File: src/rtl/rgen_pkg.sv
// ============================================================================
// Module : rgen_pkg
// Brief  : Shared types for the register-generator local bus controller.
// Rev    : 1.0 - initial release
// ============================================================================
`default_nettype none

package rgen_pkg;

    // Bit 0 is forwarded upstream as pslverr.
    typedef enum logic [1:0] {
        OKAY         = 2'b00,
        SLAVE_ERROR  = 2'b01,
        DECODE_ERROR = 2'b11
    } rgen_status_e;

    typedef enum logic [1:0] {
        IDLE     = 2'b00,
        ACCESS   = 2'b01,
        RESPONSE = 2'b10
    } rgen_bus_state_e;

endpackage

`default_nettype wire

File: src/rtl/rgen_address_decoder.sv
// ============================================================================
// Module : rgen_address_decoder
// Brief  : Word-aligned address match against the register map; the
//          lowest-index match wins.
// Rev    : 1.0 - initial release
// ============================================================================
`default_nettype none

module rgen_address_decoder #(
    parameter int DATA_WIDTH          = 32,
    parameter int LOCAL_ADDRESS_WIDTH = 16,
    parameter int REGISTERS           = 4,
    parameter logic [REGISTERS*LOCAL_ADDRESS_WIDTH-1:0] REGISTER_ADDRESSES =
        {16'h000C, 16'h0008, 16'h0004, 16'h0000}
) (
    input  logic [LOCAL_ADDRESS_WIDTH-1:0] i_address,
    output logic [REGISTERS-1:0]           o_select,
    output logic                           o_hit
);

    localparam int c_addr_lsb  = $clog2(DATA_WIDTH / 8);
    localparam int c_word_bits = LOCAL_ADDRESS_WIDTH - c_addr_lsb;

    logic [REGISTERS-1:0] w_match;

    for (genvar i = 0; i < REGISTERS; i++) begin : g_match
        assign w_match[i] = (i_address[LOCAL_ADDRESS_WIDTH-1:c_addr_lsb] ==
            REGISTER_ADDRESSES[i*LOCAL_ADDRESS_WIDTH + c_addr_lsb +: c_word_bits]);
    end

    // Isolate the lowest set bit to get lowest-index priority.
    assign o_select = w_match & (~w_match + REGISTERS'(1));
    assign o_hit    = |w_match;

    if (c_addr_lsb > 0) begin : g_low_bits
        logic w_unused_low;
        assign w_unused_low = ^i_address[c_addr_lsb-1:0];
    end

endmodule

`default_nettype wire

File: src/rtl/rgen_local_bus_controller.sv
// ============================================================================
// Module : rgen_local_bus_controller
// Brief  : Sequences one register access per local-bus command and returns a
//          one-cycle response. Optional access timeout: RGEN_BUS_TIMEOUT_EN.
// Rev    : 1.0 - initial release
// ============================================================================
`default_nettype none

module rgen_local_bus_controller
    import rgen_pkg::*;
#(
    parameter int DATA_WIDTH          = 32,
    parameter int LOCAL_ADDRESS_WIDTH = 16,
    parameter int REGISTERS           = 4,
    parameter logic [REGISTERS*LOCAL_ADDRESS_WIDTH-1:0] REGISTER_ADDRESSES =
        {16'h000C, 16'h0008, 16'h0004, 16'h0000},
    parameter int TIMEOUT_CYCLES      = 16
) (
    input  logic                            clk,
    input  logic                            rst,
    input  logic                            i_command_valid,
    input  logic                            i_write,
    input  logic                            i_read,
    input  logic [LOCAL_ADDRESS_WIDTH-1:0]  i_address,
    input  logic [DATA_WIDTH-1:0]           i_write_data,
    input  logic [DATA_WIDTH-1:0]           i_write_mask,
    output logic                            o_response_ready,
    output logic [DATA_WIDTH-1:0]           o_read_data,
    output logic [1:0]                      o_status,
    output logic [REGISTERS-1:0]            o_register_select,
    output logic                            o_register_write,
    output logic [DATA_WIDTH-1:0]           o_register_write_data,
    output logic [DATA_WIDTH-1:0]           o_register_write_mask,
    input  logic [REGISTERS-1:0]            i_register_ready,
    input  logic [REGISTERS*DATA_WIDTH-1:0] i_register_read_data,
    input  logic [REGISTERS-1:0]            i_register_error
);

    if (REGISTERS < 1 || (DATA_WIDTH % 8) != 0 || TIMEOUT_CYCLES < 1) begin : g_param_check
        $error("rgen_local_bus_controller: illegal parameter set");
    end

    rgen_bus_state_e        r_state, w_next_state;
    logic                   r_write, w_next_write;
    logic [DATA_WIDTH-1:0]  r_write_data, w_next_write_data;
    logic [DATA_WIDTH-1:0]  r_write_mask, w_next_write_mask;
    logic [REGISTERS-1:0]   r_select, w_next_select;
    logic                   r_response_ready, w_next_response_ready;
    logic [DATA_WIDTH-1:0]  r_read_data, w_next_read_data;
    rgen_status_e           r_status, w_next_status;

    logic [REGISTERS-1:0]   w_dec_select;
    logic                   w_dec_hit;
    logic                   w_cmd_write;
    logic                   w_sel_ready;
    logic                   w_sel_error;
    logic [DATA_WIDTH-1:0]  w_sel_read_data;
    logic                   w_timeout_expired;

    rgen_address_decoder #(
        .DATA_WIDTH         (DATA_WIDTH),
        .LOCAL_ADDRESS_WIDTH(LOCAL_ADDRESS_WIDTH),
        .REGISTERS          (REGISTERS),
        .REGISTER_ADDRESSES (REGISTER_ADDRESSES)
    ) u_decoder (
        .i_address(i_address),
        .o_select (w_dec_select),
        .o_hit    (w_dec_hit)
    );

    // Neither or both strobes set resolves to a read, which has no side effects.
    assign w_cmd_write = i_write & ~i_read;
    assign w_sel_ready = |(i_register_ready & r_select);
    assign w_sel_error = |(i_register_error & r_select);

`ifdef RGEN_BUS_TIMEOUT_EN
    localparam int c_timeout_width = $clog2(TIMEOUT_CYCLES + 1);

    logic [c_timeout_width-1:0] r_timeout_count;

    always_ff @(posedge clk or posedge rst) begin
        if (rst) begin
            r_timeout_count <= '0;
        end else if (r_state != ACCESS) begin
            r_timeout_count <= '0;
        end else begin
            r_timeout_count <= r_timeout_count + c_timeout_width'(1);
        end
    end

    assign w_timeout_expired = (r_state == ACCESS) &&
                               (r_timeout_count == c_timeout_width'(TIMEOUT_CYCLES - 1));
`else
    assign w_timeout_expired = 1'b0;
`endif

    always_comb begin
        w_next_state          = r_state;
        w_next_write          = r_write;
        w_next_write_data     = r_write_data;
        w_next_write_mask     = r_write_mask;
        w_next_select         = r_select;
        w_next_response_ready = 1'b0;
        w_next_read_data      = r_read_data;
        w_next_status         = r_status;

        w_sel_read_data = '0;
        for (int i = 0; i < REGISTERS; i++) begin
            if (r_select[i]) begin
                w_sel_read_data = w_sel_read_data | i_register_read_data[i*DATA_WIDTH +: DATA_WIDTH];
            end
        end

        case (r_state)
            IDLE: begin
                if (i_command_valid) begin
                    w_next_write      = w_cmd_write;
                    w_next_write_data = i_write_data;
                    w_next_write_mask = i_write_mask;
                    if (w_dec_hit) begin
                        w_next_select = w_dec_select;
                        w_next_state  = ACCESS;
                    end else begin
                        w_next_status         = DECODE_ERROR;
                        w_next_read_data      = '0;
                        w_next_response_ready = 1'b1;
                        w_next_state          = RESPONSE;
                    end
                end
            end
            ACCESS: begin
                if (w_sel_ready) begin
                    w_next_status         = w_sel_error ? SLAVE_ERROR : OKAY;
                    w_next_read_data      = r_write ? '0 : w_sel_read_data;
                    w_next_select         = '0;
                    w_next_response_ready = 1'b1;
                    w_next_state          = RESPONSE;
                end else if (w_timeout_expired) begin
                    w_next_status         = SLAVE_ERROR;
                    w_next_read_data      = '0;
                    w_next_select         = '0;
                    w_next_response_ready = 1'b1;
                    w_next_state          = RESPONSE;
                end
            end
            RESPONSE: begin
                w_next_state = IDLE;
            end
            default: begin
                w_next_select = '0;
                w_next_state  = IDLE;
            end
        endcase
    end

    always_ff @(posedge clk or posedge rst) begin
        if (rst) begin
            r_state          <= IDLE;
            r_write          <= 1'b0;
            r_write_data     <= '0;
            r_write_mask     <= '0;
            r_select         <= '0;
            r_response_ready <= 1'b0;
            r_read_data      <= '0;
            r_status         <= OKAY;
        end else begin
            r_state          <= w_next_state;
            r_write          <= w_next_write;
            r_write_data     <= w_next_write_data;
            r_write_mask     <= w_next_write_mask;
            r_select         <= w_next_select;
            r_response_ready <= w_next_response_ready;
            r_read_data      <= w_next_read_data;
            r_status         <= w_next_status;
        end
    end

    assign o_response_ready      = r_response_ready;
    assign o_read_data           = r_read_data;
    assign o_status              = r_status;
    assign o_register_select     = r_select;
    assign o_register_write      = r_write;
    assign o_register_write_data = r_write_data;
    assign o_register_write_mask = r_write_mask;

endmodule

`default_nettype wire

File: config.mk
export PLATFORM = sky130hd
export DESIGN_NAME = rgen_local_bus_controller
export DESIGN_NICKNAME = d
export VERILOG_FILES = /design/src/rtl/rgen_pkg.sv /design/src/rtl/rgen_address_decoder.sv /design/src/rtl/rgen_local_bus_controller.sv
export SDC_FILE = /design/constraint.sdc
export NUM_CORES = 1
export LEC_CHECK = 0
export BUFFER_PORTS_ARGS = -buffer_cell sky130_fd_sc_hd__buf_2
export CAP_MARGIN = 20
export CORE_AREA = 2 2 127 129
export DETAILED_ROUTE_END_ITERATION = 12
export DIE_AREA = 0 0 129 131
export PLACE_DENSITY = 0.62
export SKIP_LAST_GASP = 1
export SYNTH_ARGS = -nofsm -noshare
export SYNTH_HDL_FRONTEND = slang
export SYNTH_SLANG_ARGS = --single-unit
File: constraint.sdc
create_clock -name clk -period 5.7 [get_ports clk]
set_input_delay 0 -clock clk [delete_from_list [all_inputs] [get_ports clk]]
set_output_delay 0 -clock clk [all_outputs]
set_load 0.01 [all_outputs]
Word level (Yosys, flattened, before mapping). Index checks and enable logic that the tools add are counted.

Bits in registers: 106. Logic and storage cells: 64. Input bits: 221.

Mux-type cells: 26. Bitwise gates (word level): 10. Equality and inequality tests: 9. $add $sub $neg: 1. Reduce and logical (&&, ||, !) cells: 10.

Operators with widths (count): $mux 32 (8); $or 32x32->32 (3); $pmux 32 s2 (1); $eq 14x2->1 const B (2); $eq 14x1->1 const B (1); $logic_not 14->1 (1); $and 4x4->4 (3); $mux 2 (6); $mux 4 (3); $pmux 4 s3 (1); $reduce_or 4->1 (3); $pmux 2 s2 (2); $reduce_and 4->1 (2); $ne 2x2->1 const B (3); $add 4x1->4 const B (1); $mux 1 (4); $not 4->4 (1); $reduce_and 2->1 (2); $eq 2x1->1 const B (1); $eq 2x2->1 const B (1); $logic_not 2->1 (1); $ne 2x1->1 const B (1); $not 1->1 (2); $pmux 1 s2 (1); other kinds (2) (2).

Depth between registers and ports, before layout.
Depth after elaboration: 10. Gate-level depth with buffers: 7. Depth with buffers taken out: 4.

Modules after synthesis. A second synthesis with hierarchy kept.

Cell total of the unflattened synthesis: 388. Area, all modules: 4859.7 um^2.

By module, submodules not included: rgen_local_bus_controller (sequential area each 2652.5 um^2, instances 1, cells each 375, area each 4748.3 um^2); rgen_address_decoder (sequential area each 0.0 um^2, instances 1, cells each 13, area each 111.4 um^2).

Worst setup path before layout. OpenSTA, ideal clock, no wires.

Path type: reg2reg. Start: register r_select[2], in the netlist o_register_select[2]. End: register r_read_data[10], in the netlist o_read_data[10]. Path slack: 4.148 ns. Cell stages (with the launch flop): 6. Clock period less this slack: 1.552 ns. Arrival: 1.416 ns. Cell sequence: dfrtp_1 buf_2 a22o_1 o21ai_4 clkbuf_1 o32ai_1.

Longest elaborated chain between the ends: 6. Elaborated cells on any way between the ends: 10. Classes of those cells: eq/ne (1); mux (5); bitwise (2); reduce/logical (2).

Ends and longest elaborated chain: from (decl) (RTL line rgen_local_bus_controller.sv:47) `logic [REGISTERS-1:0] r_select, w_next_select;`; from (signal assigned) (RTL line rgen_local_bus_controller.sv:171) `r_select <= w_next_select;`; $mux 32 (RTL line rgen_local_bus_controller.sv:109) `if (r_select[i]) begin`; $or 32x32->32 (RTL line rgen_local_bus_controller.sv:110) `w_sel_read_data = w_sel_read_data | i_register_read_data[i*DATA_WIDTH +: DATA_WIDTH];`; $mux 32 (RTL line rgen_local_bus_controller.sv:109); $mux 32 (RTL line rgen_local_bus_controller.sv:134) `w_next_read_data = r_write ? '0 : w_sel_read_data;`; $mux 32 (RTL line rgen_local_bus_controller.sv:132) `if (w_sel_ready) begin`; $pmux 32 s2 (RTL line rgen_local_bus_controller.sv:114) `case (r_state)`; to (signal assigned) (RTL line rgen_local_bus_controller.sv:173) `r_read_data <= w_next_read_data;`; to (decl) (RTL line rgen_local_bus_controller.sv:49) `logic [DATA_WIDTH-1:0] r_read_data, w_next_read_data;`.

Several ways; a longest one is shown, not always the timed one. The select of a mux whose other input is x is not followed. A chain may end at the register's enable or synchronous reset.

Worst setup path after layout.
Start: register r_state[0]. End: register r_select[0], in the netlist o_register_select[0].

Longest elaborated chain between the ends: 3. Elaborated cells on any way between the ends: 9. Classes of those cells: eq/ne (5); mux (1); bitwise (1); reduce/logical (2).

Ends and longest elaborated chain: from (decl) (RTL line rgen_local_bus_controller.sv:43) `rgen_bus_state_e r_state, w_next_state;`; from (signal assigned) (RTL line rgen_local_bus_controller.sv:167) `r_state <= w_next_state;`; $eq 2x1->1, or another cell as far along (RTL line rgen_local_bus_controller.sv:114); $ne 2x2->1 (no source line), or another cell as far along; $reduce_and 4->1 (no source line).

Several ways; a longest one is shown, not always the timed one.

==> run metrics <==
FILL cells=1426; share of cells above drive strength 1=54.20%; Synth Warn #=0; Crit Path Max Fanout=66; CTS tree=done; Hold Slack=0.04369 ns; Max Root-Sink Buffers=2; die area=about 17000 um2; 1st-pass router iterations=4; Setup Skew=0.007462 ns; hpwl dp=11640 um; Area after DPL=about 6600 um2; number of port buffers=322; final hold violations=0; Primary FF master, synth=dfrtp_1; Via density=between 4 and 5; RSZ-0062 raised after global routing=no; largest net degree at the start of global routing=70; vias after detailed routing=a little under 5000; setup TNS=0 ns; pre-CTS WS=3.492 ns; # DRC=0; antenna violations before repair=0; starting density of the core=30.69%; synth unique cells=25; Sink Count=106; Non-Filler Instances=just under 1000; vias in the first global route=4777; Final Worst Setup Slack=2.949 ns; Hold Path Class=in -> reg; post-layout util=around half; nets@finish=between 900 and 1000; CP Launch Type=flip-flop; pwr/cell area=248.6 nW/um2; Wirelength per Cell=between 15 and 20 um; Final GP Congestion=0.7686; CTS-repair resized insts=0; chip height=roughly 130 um; max-slew headroom at the worst pin=32.04%; IO Count=between 300 and 400; Tot GR Track Use=18.38%; fin crit period=2.751 ns; Worst-Margin Slew=1.019 ns; Antenna Nets Post-Route=0; initial DRC count=roughly 200; die width=between 100 and 150 um; Routed WL=16450 um; Mean Syn Cell Area=12.66 um2; first-pass GRT wire length=between 20000 and 25000 um; placed cells=887; clk_lat worst skew=between 0.3 and 0.4 ns; Slew Limit Fails=0; Crit Path Category=reg -> reg; Synth-to-Final Area Change=59.38%; Power Total=~1.9 mW; Max-cap violations=0; Root Buffer=clkbuf_16; fmax=363.5 MHz; most frequent cells in the layout=buf_2, dfrtp_1, dlygate4sd3_1; num rows=46; Synth Cell Area=4787 um2; Worst setup EP type=flip-flop; Core Area=between 15000 and 20000 um2; Antenna Cells=0; Overflow after GRT=0; post-synth net total=599; asr flop ratio synth=100.0%; Post-synth EDFFs=0; critical path data arrival time=2.98 ns; #FFs+latches synth=106; clk slew on worst S/H paths=~0.08 ns; most common cell after layout, fill and taps aside=buf_2; Cells after Synth=378; CTS Buf Count=9; Lkg Pwr=3.671 nW; worst vdd ir=roughly 0.14 mV; post-synthesis sequential area ratio=55.41%; Finished Cell Area=7630 um2; status=finished, final reports clean; CTS H-Tree Depth=3; final setup fails=0; period utilization=between 40 and 50%; CP required=5.93 ns
[metal layers]
metal  part of all wire (%)  wire (um)  vias up  global-route usage (%)
met5                      0          0        -                       0
met4                    2.6        433        0                   7.928
met3                    7.4       1216       31                   3.827
met2                     52       8634      246                   34.14
met1                     37       6169     2326                   20.37
li1                       -          -     2233                       -
[state kept, by name, indices dropped and copies added, names as in the netlist]
signal,count
o_status,2
r_state,2
o_read_data,32
o_register_write_data,32
o_register_write,1
o_response_ready,1
o_register_select,4
o_register_write_mask,32
[Yosys cell counts (2+ instances only)]
cell type / n / area, um2
dfrtp_1: 106 / 2653
mux2_2: 64 / 720.7
nand2_1: 41 / 153.9
a22o_1: 34 / 297.8
a221oi_1: 32 / 280.3
o32ai_1: 32 / 280.3
clkbuf_1: 18 / 67.56
buf_2: 14 / 70.07
buf_6: 5 / 56.30
nand3_1: 4 / 20.02
nor2_1: 3 / 11.26
nor4_1: 3 / 18.77
o21ai_0: 3 / 15.01
a21oi_1: 2 / 10.01
a22oi_1: 2 / 15.01
inv_1: 2 / 7.510
nand2b_1: 2 / 12.51
nand4_1: 2 / 12.51
nor2b_1: 2 / 12.51
o31ai_1: 2 / 15.01
[worst max-delay path, cell delays in order, from the launching register on]
cell           delay, ns
dfrtp_1             0.46
nor3b_4             0.21
buf_4               0.65
nand4_1             0.45
nand3_1             0.21
o31ai_1             0.09
dlygate4sd3_1       0.56
[report_power, final]
part | total [mW] | internal [mW] | switching [mW]
Combinational | 0.356 | 0.196 | 0.160
Clock | 0.682 | 0.392 | 0.290
Sequential | 0.859 | 0.821 | 0.0382
[area by class of cell]
class / instances / area [um2] / area share [%]
Sequential cell: 106 / 2653 / 34.77
Timing Repair Buffer: 405 / 2422 / 31.75
Multi-Input combinational cell: 233 / 1948 / 25.53
Tap cell: 216 / 270.3 / 3.542
Clock buffer: 10 / 229.0 / 3.001
Clock inverter: 6 / 97.59 / 1.279
Inverter: 2 / 10.01 / 0.1312
[logic make-up (layout without fill, tap and decap cells)]
kind of cell           count (synthesis)  in the layout  share of synthesized area, %
and+or+nand+nor                       60             60                         5.646
AOI/OAI and AO/OA                    109            109                         19.68
DFF                                  106            106                         55.41
buffers and inverters                 39            423                         4.208
muxes                                 64             64                         15.05
[path summary, 6_finish.rpt]
kind	cells past startpoint	slack, ns	startpoint	end
worst max-delay path	6	2.95	r_state[0]	o_register_select[0]
worst min-delay path	3	0.04	i_register_read_data[125]	o_read_data[29]
worst max register to register	6	2.95	r_state[0]	o_register_select[0]
worst min register to register	2	0.49	o_status[1]	o_status[1]
max in group asynchronous	4	4.19	rst	o_register_write_mask[0]
min in group asynchronous	3	0.32	rst	o_register_write_data[14]
[repair_timing]
action,CTS,global route
setup buffers,0,0
hold buffers,75,0
endpoints found under the hold margin,122,0
(Power assumes the default switching activity.)
